[config.mk]
export PLATFORM = sky130hd
export DESIGN_NAME = gpreg_ctx_engine
export DESIGN_NICKNAME = d
export VERILOG_FILES = /design/src/rtl/gpreg_pkg.sv /design/src/rtl/gpreg_ctx_engine.sv
export SDC_FILE = /design/constraint.sdc
export NUM_CORES = 1
export LEC_CHECK = 0
export CAP_MARGIN = 20
export CORE_ASPECT_RATIO = 1.4
export CORE_MARGIN = 3
export CORE_UTILIZATION = 47
export CTS_CLUSTER_DIAMETER = 30
export CTS_CLUSTER_SIZE = 16
export DETAILED_ROUTE_END_ITERATION = 12
export PLACE_DENSITY = 0.91
export REMOVE_ABC_BUFFERS = 1
export SLEW_MARGIN = 30
export SYNTH_ARGS = -nofsm -noshare
export SYNTH_HDL_FRONTEND = slang
export SYNTH_SLANG_ARGS = --single-unit
export TNS_END_PERCENT = 1
[constraint.sdc]
create_clock -name clk -period 6.25 [get_ports clk]
set_clock_uncertainty 0.2 [all_clocks]
set_input_delay 1.25 -clock clk [delete_from_list [all_inputs] [get_ports clk]]
set_output_delay 1.25 -clock clk [all_outputs]
set_load 0.05 [all_outputs]
[src/rtl/gpreg_pkg.sv]
// Shared types and constants for the gpreg context save/restore engine.
// The RS_VFY state exists only when GPCTX_VERIFY_EN is defined.
package gpreg_pkg;

  localparam int GP_NREGS = 32;
  localparam int GP_AW    = 5;
  localparam int GP_DW    = 8;

  localparam logic GPCTX_SAVE    = 1'b0;
  localparam logic GPCTX_RESTORE = 1'b1;

  typedef enum logic [2:0] {
    ST_IDLE    = 3'd0,
    ST_SV_RD   = 3'd1,
    ST_SV_WAIT = 3'd2,
    ST_RS_WAIT = 3'd3,
    ST_RS_WR   = 3'd4,
    ST_DONE    = 3'd6
`ifdef GPCTX_VERIFY_EN
    ,
    ST_RS_VFY  = 3'd5
`endif
  } gpctx_state_t;

endpackage

[src/rtl/gpreg_ctx_engine.sv]
// Context save/restore initiator driving the address/write side of the gpreg file.
// Optional read-back verify of each restored register: define GPCTX_VERIFY_EN.
module gpreg_ctx_engine
  import gpreg_pkg::*;
#(
  parameter int NREGS     = GP_NREGS,
  parameter int AW        = GP_AW,
  parameter int DW        = GP_DW,
  parameter int FIRST_REG = 0
) (
  input  logic          clk,
  input  logic          reset,
  input  logic          start,
  input  logic          mode,
  output logic          busy,
  output logic          done,
  output logic          err,
  output logic [AW-1:0] rf_rA,
  output logic [AW-1:0] rf_rB,
  output logic [DW-1:0] rf_din,
  output logic          rf_we,
  input  logic [DW-1:0] rf_outA,
  input  logic [DW-1:0] rf_outB,
  output logic [DW-1:0] sv_data,
  output logic          sv_valid,
  input  logic          sv_ready,
  input  logic [DW-1:0] rs_data,
  input  logic          rs_valid,
  output logic          rs_ready,
  output logic [2:0]    dbg_state
);

  localparam logic [AW-1:0] LP_FIRST = AW'(FIRST_REG);
  localparam logic [AW-1:0] LP_LAST  = AW'(NREGS - 1);

  // Handshake rule on both streams: a beat transfers on a rising edge where
  // valid && ready; the producer holds data and valid stable until then.

  gpctx_state_t  r_state;
  gpctx_state_t  w_state_n;
  logic [AW-1:0] r_idx;
  logic [AW-1:0] w_idx_inc;
  logic          w_last;
  logic          w_sv_hs;
  logic          w_rs_hs;

  assign w_idx_inc = r_idx + AW'(1);
  assign w_last    = (r_idx == LP_LAST);
  assign w_sv_hs   = (r_state == ST_SV_WAIT) && sv_valid && sv_ready;
  assign w_rs_hs   = (r_state == ST_RS_WAIT) && rs_valid && rs_ready;
  assign dbg_state = r_state;

  always_ff @(posedge clk or negedge reset) begin
    if (!reset) r_state <= ST_IDLE;
    else        r_state <= w_state_n;
  end

  always_comb begin
    w_state_n = r_state;
    case (r_state)
      ST_IDLE: begin
        if (start) w_state_n = (mode == GPCTX_RESTORE) ? ST_RS_WAIT : ST_SV_RD;
      end
      ST_SV_RD:   w_state_n = ST_SV_WAIT;
      ST_SV_WAIT: begin
        if (w_sv_hs) w_state_n = w_last ? ST_DONE : ST_SV_RD;
      end
      ST_RS_WAIT: begin
        if (w_rs_hs) w_state_n = ST_RS_WR;
      end
`ifdef GPCTX_VERIFY_EN
      ST_RS_WR:   w_state_n = ST_RS_VFY;
      ST_RS_VFY:  w_state_n = w_last ? ST_DONE : ST_RS_WAIT;
`else
      ST_RS_WR:   w_state_n = w_last ? ST_DONE : ST_RS_WAIT;
`endif
      ST_DONE:    w_state_n = ST_IDLE;
      default:    w_state_n = ST_IDLE;
    endcase
  end

`ifdef GPCTX_VERIFY_EN
  logic r_err;
  assign err = r_err;
`else
  logic w_unused_outb;
  assign err           = 1'b0;
  assign w_unused_outb = ^rf_outB;
`endif

  // Status flags are registered from the next state so they line up with it.
  always_ff @(posedge clk or negedge reset) begin
    if (!reset) begin
      r_idx    <= LP_FIRST;
      busy     <= 1'b0;
      done     <= 1'b0;
      rs_ready <= 1'b0;
      rf_rA    <= '0;
      rf_rB    <= '0;
      rf_din   <= '0;
      rf_we    <= 1'b0;
      sv_data  <= '0;
      sv_valid <= 1'b0;
`ifdef GPCTX_VERIFY_EN
      r_err    <= 1'b0;
`endif
    end else begin
      busy     <= (w_state_n != ST_IDLE);
      done     <= (w_state_n == ST_DONE);
      rs_ready <= (w_state_n == ST_RS_WAIT);
      case (r_state)
        ST_IDLE: begin
          if (start) begin
            r_idx <= LP_FIRST;
            if (mode == GPCTX_SAVE) rf_rA <= LP_FIRST;
`ifdef GPCTX_VERIFY_EN
            r_err <= 1'b0;
`endif
          end
        end
        ST_SV_RD: begin
          sv_data  <= rf_outA;
          sv_valid <= 1'b1;
        end
        ST_SV_WAIT: begin
          if (w_sv_hs) begin
            sv_valid <= 1'b0;
            if (!w_last) begin
              r_idx <= w_idx_inc;
              rf_rA <= w_idx_inc;
            end
          end
        end
        ST_RS_WAIT: begin
          if (w_rs_hs) begin
            rf_din <= rs_data;
            rf_rA  <= r_idx;
            rf_rB  <= r_idx;
            rf_we  <= 1'b1;
          end
        end
        ST_RS_WR: begin
          rf_we <= 1'b0;
`ifndef GPCTX_VERIFY_EN
          if (!w_last) r_idx <= w_idx_inc;
`endif
        end
`ifdef GPCTX_VERIFY_EN
        // The byte written at the end of RS_WR is now on rf_outB.
        ST_RS_VFY: begin
          if (rf_outB != rf_din) r_err <= 1'b1;
          if (!w_last) r_idx <= w_idx_inc;
        end
`endif
        default: ;
      endcase
    end
  end

endmodule

Yosys cells after proc, flatten, opt, wreduce, memory -nomap -nowiden --
Index checks and enable logic that the tools add are counted.
Word-level totals: bits in registers 39, logic and storage cells 60, output and inout bits 35, bits of input ports 30
Operators by class: eq/ne operators 12, reduce and logical (&&, ||, !) cells 15, add/subtract/negate cells 1, muxes and demuxes 21
Operators by type and width (count):
- 2-to-1 mux 5 bit | 8
- one-hot mux 5 bit (3 select lines) | 2
- 2-to-1 mux 3 bit | 5
- one-hot mux 3 bit (5 select lines) | 1
- inequality test 2 bit (second input constant) | 5
- equality test 3 x 2 -> 1 bit (second input constant) | 3
- nonzero test 3 bit | 3
- equality test 3 bit (second input constant) | 2
- AND reduction 2 bit | 3
- AND reduction 6 bit | 1
- adder 5 x 1 -> 5 bit (second input constant) | 1
- equality test 5 bit (second input constant) | 1
- logical AND 1 bit | 4
- one-hot mux 1 bit (2 select lines) | 2
- nonzero test 2 bit | 2
- equality test 3 x 1 -> 1 bit (second input constant) | 1
- zero test 3 bit | 1
- AND reduction 3 bit | 1
- 2-to-1 mux 1 bit | 2
- 2-to-1 mux 2 bit | 1

Depth between registers and ports, before layout --
Gate-level depths: netlist (run 1).
depth after elaboration 6, depth in mapped cells 7, depth with buffers taken out 7

Worst setup path before layout (run 1) --
Ideal clock, no wire load.
path type input -> register, start input rs_valid, end register rf_din[2], slack 3870 ps, stages on the path 4, setup time 125 ps, data required time 5925 ps, data arrival time 2056 ps, buffers on the path 1, cells stage by stage nand3_1 -> nor2_4 -> buf_4 -> mux2_2
On the way: word-level cells in the longest chain between the ends 3
RTL lines:
- start: declaration | RTL line gpreg_ctx_engine.sv:28 | input logic rs_valid,
- logical AND 1 bit (2 in series) | RTL line gpreg_ctx_engine.sv:50 | assign w_rs_hs = (r_state == ST_RS_WAIT) && rs_valid && rs_ready;
- AND reduction 2 bit (no line)
- end signal: assignment | RTL line gpreg_ctx_engine.sv:136 | rf_din <= rs_data;
- end: declaration | RTL line gpreg_ctx_engine.sv:20 | output logic [DW-1:0] rf_din,
Every way passes these cells. A chain may end at the register's enable or synchronous reset.

Worst setup path after layout (run 1) --
start register r_state[0] (netlist: dbg_state[0]), end output dbg_state[0]
RTL lines:
- start: declaration | RTL line gpreg_ctx_engine.sv:39 | gpctx_state_t r_state;
- start signal: assignment | RTL line gpreg_ctx_engine.sv:55 | else r_state <= w_state_n;
- end: declaration | RTL line gpreg_ctx_engine.sv:30 | output logic [2:0] dbg_state
No word-level cell between the ends.

==> out/qor.txt, run 1 <==
status: finished clean
largest net degree at the start of global routing: 40
r2r setup slk: 3.84 ns
n_diodes: 0
adder-cell area share of the yosys netlist: 1.40%
Area Overhead vs Synth: 37.2%
Hold Startpoint: rf_rA[0]$_DFFE_PN0P_
max-cap violations: 0
Netlist cell types: 38
core area: 3500 um2
fill count: 267
Hold Path End: rf_rA[0]$_DFFE_PN0P_
Final Critical Period: 3.48 ns
CP max stage delay: 0.94 ns
slowest cell on the critical path: clkdlybuf4s50_1
Hold WC Path Type: flop to flop
via/cell ratio: 5.48
R2R depth: 7
Seq. cell area: 976 um2
count leader, synth: dfrtp_1
Lkg Pwr: 1.06 nW
cell area after synthesis: 1780 um2
Post-Synthesis Cells: 145
Net Sw Frac: 45.4%
Worst VDD drop: 0.000364 V
pwr dens: 531 nW/um2
crit-path max FO: 21
xor/xnor cell area share of the yosys netlist: 1.47%
post-synth top area cell: dfrtp_1
io pins: 65
Placed Area: 2340 um2
clock slew at reported path FFs: 0.07 ns
CTS Root Buffer Type: clkbuf_8
Clock Latency Late Sink: 0.29 ns
number of synthesized register bits: 39
post-CTS setup buffers: 0
reg-to-reg startpoint: r_idx[0]$_DFFE_PN0P_
Flop pwr share: 32.5%
critical path type: flop to output port
ranking of synthesized cells by area: dfrtp_1, mux2_2, nand3_1
area fraction of the dominant cell type after synthesis: 54.7%
Starting Density: 50.9%
grt total ovfl: 0
final period utilization: 55.7%
port bufs: 55
Ys Warns: 0
routed len/inst: 16.0 um
Final Hold Vio Count: 0
H-tree depth reported by CTS: 2
hold path depth: 2
Iter 0 DRT Violations: 42
largest family of logic cells by synthesized area: multiplexers
final wirelength: 3.88 mm
CP startpoint kind: flop
Power Internal: 0.000710 W
first-pass iteration count of the detailed router: 4
first-pass GRT wire length: 6.52 mm
CTS tree: built
RePlAce Congestion: 0.806
fraction of layout cells with a size suffix above 1: 19.8%
All-Layer GR Usage: 18.9%
DR vias: 1327
final hold slack: 0.306 ns
setup TNS: 0 ns
die area: 4580 um2
Final setup viols: 0
TritonCTS Buffers: 5
reg-to-reg endpoint: busy$_DFF_PN0_
antenna violations before repair: 0
critical path buffer and inverter count: 1
CTS Sinks: 39
delay-heaviest family, CP: buffers and inverters
CP Data Arrival Time: 2.03 ns
Compound-Gate Fraction of Synth Area: 10.3%
Resize count post-CTS: 0
Layout Nets: 233
simple-gate portion of the synthesized area: 14.0%
sequential area share after synthesis: 54.7%
vias in the first global route: 1403
dpl hpwl: 2.96 mm
fmax: 0.287 GHz
Synth top cells by count: dfrtp_1, mux2_2, nor2_1
syn avg cell area: 12.3 um2
DIE WIDTH: 58.1 um
Worst setup EP type: output port
combinational power share: 51.6%
Synth async-reset ratio: 100%
top_reg_cell synth: dfrtp_1
Slew @ Worst Pin: 0.835 ns
RSZ-0062 raised after global routing: no
DRC viols: 0
Die H: 78.9 um
Slew HR: 44.3%
number of enable flip-flop cells after synthesis: 0
mux cell area share after synthesis: 15.0%
multi-input logic area: 757 um2
Clock power frac: 15.8%
CP cell instances: clkdlybuf4s50_1
Max Transition Viols Final: 0
Worst Path Required: 4.80 ns
row cnt: 25
hold_buf cts: 0
design area: 2450 um2
antenna-violating nets left: 0
net switching power figure: 0.000590 W
Max Buffers Root-to-Sink: 2
## layout make-up
type	count	area share [%]
multi-input cells	98	30.9
repair buffers	55	22.3
clock buffers	5	2.81
inverters	2	0.307
well taps	40	2.04
clock inverters	3	1.79
flip-flops and latches	39	39.9
## cells by family after synthesis
group                    Yosys count
other                              1
adder cells (fa/ha/maj)            2
multiplexers                      24
flip-flops                        39
AND/OR/NAND/NOR                   43
buffers and inverters              8
XOR/XNOR                           3
AO/OA/AOI/OAI                     25
## state kept, by name, indices dropped and copies added, names as in the netlist
signal     flops
rf_we          1
rf_rA          5
busy           1
dbg_state      3
sv_valid       1
sv_data        8
rf_rB          5
r_idx          5
rf_din         8
rs_ready       1
done           1
## per-layer routing
layer / GRT usage [%] / up-vias / part of all wire [%]
met5: 0 / - / 0
met4: 7.66 / 0 / 1.9
met3: 6.50 / 8 / 6.4
met2: 33.9 / 50 / 58
met1: 19.6 / 642 / 33
li1: - / 627 / -
## worst max path at each step
stage / from / endpoint / cells past startpoint
2_1_floorplan: dbg_state[0]$_DFF_PN0_ / dbg_state[0] / 0
3_3_place_gp: dbg_state[0]$_DFF_PN0_ / dbg_state[0] / 1
3_5_place_dp: dbg_state[0]$_DFF_PN0_ / dbg_state[0] / 1
4_1_cts: dbg_state[0]$_DFF_PN0_ / dbg_state[0] / 1
5_1_grt: dbg_state[0]$_DFF_PN0_ / dbg_state[0] / 1
6_report: dbg_state[0]$_DFF_PN0_ / dbg_state[0] / 1
## power groups by stage
stage / combinational, W / clock, W / sequential [W]
5_1_grt: 0.000708 / 0.000223 / 0.000438
3_3_place_gp: 0.000658 / 0 / 0.000421
6_report: 0.000671 / 0.000206 / 0.000423
3_5_place_dp: 0.000676 / 0 / 0.000428
2_1_floorplan: 0.000177 / 0 / 0.000694
4_1_cts: 0.000679 / 0.000213 / 0.000423
## layout by cell type (no fill, tap or decap), drive strengths merged, types with 2 or more instances in the layout
cell type | synthesis | final
clkdlybuf4s50 | 0 | 54
dfrtp | 39 | 39
mux2 | 22 | 22
nor2 | 12 | 12
o21ai | 11 | 11
nand3 | 8 | 8
nand2 | 7 | 7
clkbuf | 0 | 5
nor3b | 4 | 4
a21oi | 4 | 4
nor2b | 3 | 3
and3 | 2 | 2
inv | 2 | 2
xnor2 | 2 | 2
mux2i | 2 | 2
a211o | 2 | 2
a22o | 2 | 2
ha | 2 | 2
nand2b | 2 | 2
nor3 | 2 | 2
clkinv | 0 | 2
## metrics by stage
stage          instances  util, %  power, W  setup slack (ns)
6_report             242     69.9   0.00130              2.77
5_1_grt              242     69.9   0.00137              2.68
4_1_cts              242     69.9   0.00131              2.76
3_5_place_dp         234     66.7   0.00110              3.09
3_3_place_gp         234     66.7   0.00108              3.10
2_1_floorplan        139        -  0.000870              3.85
Note: power is estimated with default switching activity, not from simulation.
==> run 2, diff against run 1 <==
--- a/config.mk
+++ b/config.mk
@@ -8,11 +8,11 @@
 export CAP_MARGIN = 20
 export CORE_ASPECT_RATIO = 1.4
 export CORE_MARGIN = 3
-export CORE_UTILIZATION = 47
+export CORE_UTILIZATION = 40
 export CTS_CLUSTER_DIAMETER = 30
 export CTS_CLUSTER_SIZE = 16
 export DETAILED_ROUTE_END_ITERATION = 12
-export PLACE_DENSITY = 0.91
+export PLACE_DENSITY = 0.83
 export REMOVE_ABC_BUFFERS = 1
 export SLEW_MARGIN = 30
 export SYNTH_ARGS = -nofsm -noshare
==> constraint.sdc (replaced) <==
create_clock -name clk -period 2.85 [get_ports clk]
set_clock_uncertainty 0.2 [all_clocks]
set_input_delay 0.57 -clock clk [delete_from_list [all_inputs] [get_ports clk]]
set_output_delay 0.57 -clock clk [all_outputs]
set_load 0.05 [all_outputs]
==> run 2 against run 1 <==
Net effect: sequential share of layout area fell by 0.50 points; power is 120% higher; count of clock-buffer cells in the layout grew 2; sequential power is 100% higher; via count is essentially flat; first-iteration DRC count rose by 55%; cell count grew 9.1%; non-clock buffer count grew 2; die area is 16% higher; largest cell class unchanged.
==> out/qor.txt, run 2 (synthesis gave the netlist of run 1 again) <==
design area: 2480 um2 (+1.3%)
Final setup viols: 0 (unchanged)
final period utilization: 84.9%
Tot Pwr: 0.00282 W (+120%)
CTS Sinks: 39 (unchanged)
CP max stage delay: 0.87 ns (-0.07 ns)
R2R depth: 7 (unchanged)
antenna violations before repair: 0 (unchanged)
delay-heaviest family, CP: buffers and inverters
reg-to-reg endpoint: busy$_DFF_PN0_
Lkg Pwr: 1.06 nW (+0.19%)
Final Hold Vio Count: 0 (unchanged)
via/cell ratio: 5.03 (-8.3%)
final wirelength: 3.53 mm (-8.9%)
slowest cell on the critical path: clkdlybuf4s50_1
die area: 5310 um2 (+16%)
routed len/inst: 13.4 um (-17%)
Max Transition Viols Final: 0 (unchanged)
reg-to-reg startpoint: r_idx[0]$_DFFE_PN0P_
worst setup path end: dbg_state[2]
DIE WIDTH: 62.4 um (+7.5%)
CP startpoint kind: flop
fmax: 0.413 GHz
TritonCTS Buffers: 5 (unchanged)
Hold WC Path Type: input pin to async pin
io pins: 65 (unchanged)
largest net degree at the start of global routing: 40 (unchanged)
Starting Density: 41.7% (-9.2 points)
CP cell instances: clkdlybuf4s50_1
critical path type: flop to output port
antenna-violating nets left: 0 (unchanged)
core area: 4270 um2 (+22%)
Area Overhead vs Synth: 39.0%
RePlAce Congestion: 0.781 (-3.1%)
RSZ-0062 raised after global routing: no
status: finished clean
grt total ovfl: 0 (unchanged)
Clock Latency Late Sink: 0.29 ns (about the same)
Levels on crit path: 1 (unchanged)
Worst setup EP type: output port
vias in the first global route: 1269 (-9.6%)
CP Data Arrival Time: 1.65 ns (-0.38 ns)
hold_buf cts: 0 (unchanged)
crit-path max FO: 10 (-52%)
first-pass iteration count of the detailed router: 4 (unchanged)
commonest cells after routing, fill and taps aside: clkdlybuf4s50_1, dfrtp_1, mux2_2, nor2_1, nand3_1
critical path buffer and inverter count: 1 (unchanged)
Worst VDD drop: 0.000561 V (+54%)
row cnt: 28 (+12%)
Iter 0 DRT Violations: 65 (+55%)
DR vias: 1328 (+0.075%)
CTS tree: built
Layout Nets: 235 (+0.86%)
max-cap violations: 0 (unchanged)
fraction of layout cells with a size suffix above 1: 20.6% (+0.79 points)
biggest regs: rf_din: 8 flops, sv_data: 8 flops
post-CTS setup buffers: 0 (unchanged)
n_diodes: 0 (unchanged)
Worst Path Required: 2.08 ns (-2.72 ns)
DRC viols: 0 (unchanged)
H-tree depth reported by CTS: 2 (unchanged)
clock slew at reported path FFs: 0.07 ns (about the same)
Slew HR: 43.7% (-0.61 points)
port bufs: 55 (unchanged)
All-Layer GR Usage: 14.1% (-4.8 points)
Placed Area: 2380 um2 (+1.7%)
dpl hpwl: 2.63 mm (-11%)
Resize count post-CTS: 0 (unchanged)
CP startpoint: dbg_state[2]$_DFF_PN0_
Slew @ Worst Pin: 0.844 ns (+0.00916 ns)
Max Buffers Root-to-Sink: 2 (unchanged)
CTS Root Buffer Type: clkbuf_8
Die H: 85.0 um (+7.8%)
first-pass GRT wire length: 5.85 mm (-10%)
setup TNS: 0 ns (unchanged)
Final Critical Period: 2.42 ns
r2r setup slk: 0.50 ns (-3.34 ns)
leading cell type in the layout, fill and taps excluded: clkdlybuf4s50_1
pwr dens: 1140 nW/um2 (+110%)
==> run 2: cell type report <==
| type | instances | area (um2) |
|---|---|---|
| sequential | 39 | 976 |
| timing repair buffer | 57 | 561 |
| clock inverter | 1 | 7.51 |
| fill | 405 | 1790 |
| clock buffer | 7 | 96.3 |
| multi-input combinational | 98 | 757 |
| inverter | 2 | 7.51 |
| tap | 60 | 75.1 |
==> run 2: worst min path at each step <==
stage | slack, ns | cells past startpoint | start | endpoint
2_1_floorplan | 0.07 | 0 | reset | busy$_DFF_PN0_
5_1_grt | 0.23 | 1 | reset | rf_rA[4]$_DFFE_PN0P_
4_1_cts | 0.21 | 1 | reset | rf_rA[3]$_DFFE_PN0P_
3_5_place_dp | 0.29 | 2 | rf_rA[0]$_DFFE_PN0P_ | rf_rA[0]$_DFFE_PN0P_
6_report | 0.18 | 1 | reset | rf_rA[2]$_DFFE_PN0P_
3_3_place_gp | 0.28 | 2 | rf_rA[4]$_DFFE_PN0P_ | rf_rA[4]$_DFFE_PN0P_
==> run 2: per-layer routing <==
layer / wire, um / vias up / GRT usage (%) / share of wire [%]
li1: - / 633 / - / -
met1: 1370 / 647 / 14.5 / 39
met2: 1890 / 41 / 25.5 / 54
met3: 203 / 7 / 4.24 / 5.7
met4: 72 / 0 / 7.23 / 2.0
met5: 0 / - / 0 / 0
==> run 2: report_power, final <==
part,internal (W),switching [W]
sequential,0.000744,0.000112
clock,0.000220,0.000191
combinational,0.000571,0.000979
==> run 2: per-stage QoR <==
step                      util [%]  std cells  hold WS (ns)  setup WS, ns
final                         58.0        264         0.178         0.429
after global routing          58.0        264         0.230         0.346
after detailed placement      55.6        256         0.291         0.494
after floorplan                  -        139        0.0744         0.693
after CTS                     58.0        264         0.209         0.414
after global placement        55.6        256         0.280         0.527
==> run 3, diff against run 2 <==
--- a/config.mk
+++ b/config.mk
@@ -8,11 +8,11 @@
 export CAP_MARGIN = 20
 export CORE_ASPECT_RATIO = 1.4
 export CORE_MARGIN = 3
-export CORE_UTILIZATION = 40
+export CORE_UTILIZATION = 44
 export CTS_CLUSTER_DIAMETER = 30
 export CTS_CLUSTER_SIZE = 16
 export DETAILED_ROUTE_END_ITERATION = 12
-export PLACE_DENSITY = 0.83
+export PLACE_DENSITY = 0.86
 export REMOVE_ABC_BUFFERS = 1
 export SLEW_MARGIN = 30
 export SYNTH_ARGS = -nofsm -noshare
==> constraint.sdc (replaced) <==
create_clock -name clk -period 2.3 [get_ports clk]
set_clock_uncertainty 0.2 [all_clocks]
set_input_delay 0.46 -clock clk [delete_from_list [all_inputs] [get_ports clk]]
set_output_delay 0.46 -clock clk [all_outputs]
set_load 0.05 [all_outputs]
==> run 3 against run 2 <==
Net effect: utilization increased by 8.3 points; count of clock-buffer cells in the layout shrank 1; design area rose by 0.96%; critical path depth unchanged; highest routed layer unchanged; largest power group unchanged.
==> out/qor.txt, run 3 (synthesis gave the netlist of run 1 again) <==
critical path buffer and inverter count: 1 (unchanged)
Area Overhead vs Synth: 40.3%
Final setup viols: 0 (unchanged)
Worst Path Required: 1.64 ns (-0.44 ns)
delay-heaviest family, CP: buffers and inverters
n_diodes: 0 (unchanged)
Final Critical Period: 2.20 ns
status: finished clean
Tot Pwr: 0.00351 W (+25%)
first-pass iteration count of the detailed router: 4 (unchanged)
max-cap violations: 0 (unchanged)
final period utilization: 95.7%
clock slew at reported path FFs: 0.07 ns (about the same)
CP startpoint: sv_valid$_DFFE_PN0P_
first-pass GRT wire length: 6.29 mm (+7.5%)
CP cell instances: clkdlybuf4s50_1
port bufs: 55 (unchanged)
design area: 2500 um2 (+0.96%)
DRC viols: 0 (unchanged)
io pins: 65 (unchanged)
CTS Sinks: 39 (unchanged)
final wirelength: 3.74 mm (+5.7%)
Clock Latency Late Sink: 0.28 ns (about the same)
slowest cell on the critical path: clkdlybuf4s50_1
fraction of layout cells with a size suffix above 1: 23.9% (+3.3 points)
Iter 0 DRT Violations: 35 (-46%)
RePlAce Congestion: 0.755 (-3.3%)
Placed Area: 2410 um2 (+1.4%)
biggest regs: rf_din: 8 flops, sv_data: 8 flops
Final Hold Vio Count: 0 (unchanged)
Slew @ Worst Pin: 0.524 ns (-0.320 ns)
commonest cells after routing, fill and taps aside: clkdlybuf4s50_1, dfrtp_1, mux2_2, nor2_1, buf_4
setup TNS: 0 ns (unchanged)
via/cell ratio: 5.34 (+6.2%)
CTS tree: built
vias in the first global route: 1357 (+6.9%)
Worst setup EP type: output port
Starting Density: 47.3% (+5.5 points)
CP Data Arrival Time: 1.54 ns (-0.11 ns)
reg-to-reg endpoint: rs_ready$_DFF_PN0_
CP max stage delay: 0.83 ns (-0.04 ns)
r2r setup slk: 0.20 ns (-0.30 ns)
antenna-violating nets left: 0 (unchanged)
routed len/inst: 14.9 um (+11%)
R2R depth: 8 (+1)
dpl hpwl: 2.73 mm (+3.7%)
CP startpoint kind: flop
grt total ovfl: 0 (unchanged)
All-Layer GR Usage: 17.1% (+3.0 points)
reg-to-reg startpoint: r_idx[0]$_DFFE_PN0P_
critical path type: flop to output port
largest net degree at the start of global routing: 40 (unchanged)
antenna violations before repair: 0 (unchanged)
Hold WC Path Type: input pin to async pin
DIE WIDTH: 59.8 um (-4.2%)
Lkg Pwr: 1.10 nW (+3.6%)
Die H: 81.3 um (-4.3%)
Max Transition Viols Final: 0 (unchanged)
H-tree depth reported by CTS: 2 (unchanged)
DR vias: 1341 (+0.98%)
Max Buffers Root-to-Sink: 2 (unchanged)
crit-path max FO: 6 (-4)
RSZ-0062 raised after global routing: no
fmax: 0.454 GHz
core area: 3770 um2 (-12%)
CTS Root Buffer Type: clkbuf_8
TritonCTS Buffers: 5 (unchanged)
row cnt: 26 (-7.1%)
dpl ws: 0.118 ns (-0.376 ns)
pwr dens: 1400 nW/um2 (+23%)
die area: 4870 um2 (-8.3%)
Resize count post-CTS: 0 (unchanged)
PnR worst setup slack: 0.0993 ns (-0.330 ns)
Worst VDD drop: 0.000927 V (+65%)
leading cell type in the layout, fill and taps excluded: clkdlybuf4s50_1
Slew HR: 65.0% (+21 points)
Layout Nets: 241 (+2.6%)
[run 3: cell types whose count changed in the layout (fill, tap and decap cells not counted)]
| cell | change |
|---|---|
| buf_4 | +7 |
| clkbuf_8 | -1 |
| buf_12 | +2 |
| clkinv_2 | +1 |
| clkdlybuf4s50_1 | -3 |
| clkinvlp_4 | -1 |
[run 3: per-layer routing]
metal	track usage, %	routed length (um)	up-vias
met5	0	0	-
met4	6.87	39	0
met3	5.56	216	5
met2	28.4	1980	33
met1	20.0	1500	662
li1	-	-	641
[run 3: final cells by class]
type                            count  area (um2)
Clock buffer                        6        82.6
Clock inverter                      1        5.00
Fill cell                         292        1270
Inverter                            2        7.51
Multi-Input combinational cell     98         757
Sequential cell                    39         976
Tap cell                           42        52.6
Timing Repair Buffer               63         623
[run 3: how the worst max path moves through the flow]
stage                      to  slack [ns]  cells past startpoint
4_1_cts              sv_valid        0.09                      1
2_1_floorplan  busy$_DFF_PN0_        0.14                      7
3_3_place_gp   busy$_DFF_PN0_        0.16                      7
5_1_grt              sv_valid        0.02                      1
3_5_place_dp   busy$_DFF_PN0_        0.12                      7
6_report             sv_valid         0.1                      1
[run 3: through the flow]
| stage | instances | hold slack (ns) | util (%) |
|---|---|---|---|
| after floorplan | 139 | -0.0356 | - |
| after global placement | 243 | 0.284 | 63.8 |
| after detailed placement | 243 | 0.295 | 63.8 |
| after CTS | 250 | 0.0367 | 66.1 |
| after global routing | 251 | 0.0565 | 66.3 |
| final | 251 | 0.0160 | 66.3 |
[run 3: repair_timing]
item	4_1_cts	5_1_grt
setup buffers	0	1
hold buffers	0	0
setup endpoints to repair	0	1
[run 3: power breakdown]
| group | leakage [nW] | switching [W] | internal [W] |
|---|---|---|---|
| Combinational | 0.554 | 0.00119 | 0.000759 |
| Sequential | 0.496 | 0.000175 | 0.000921 |
| Clock | 0.0470 | 0.000225 | 0.000235 |
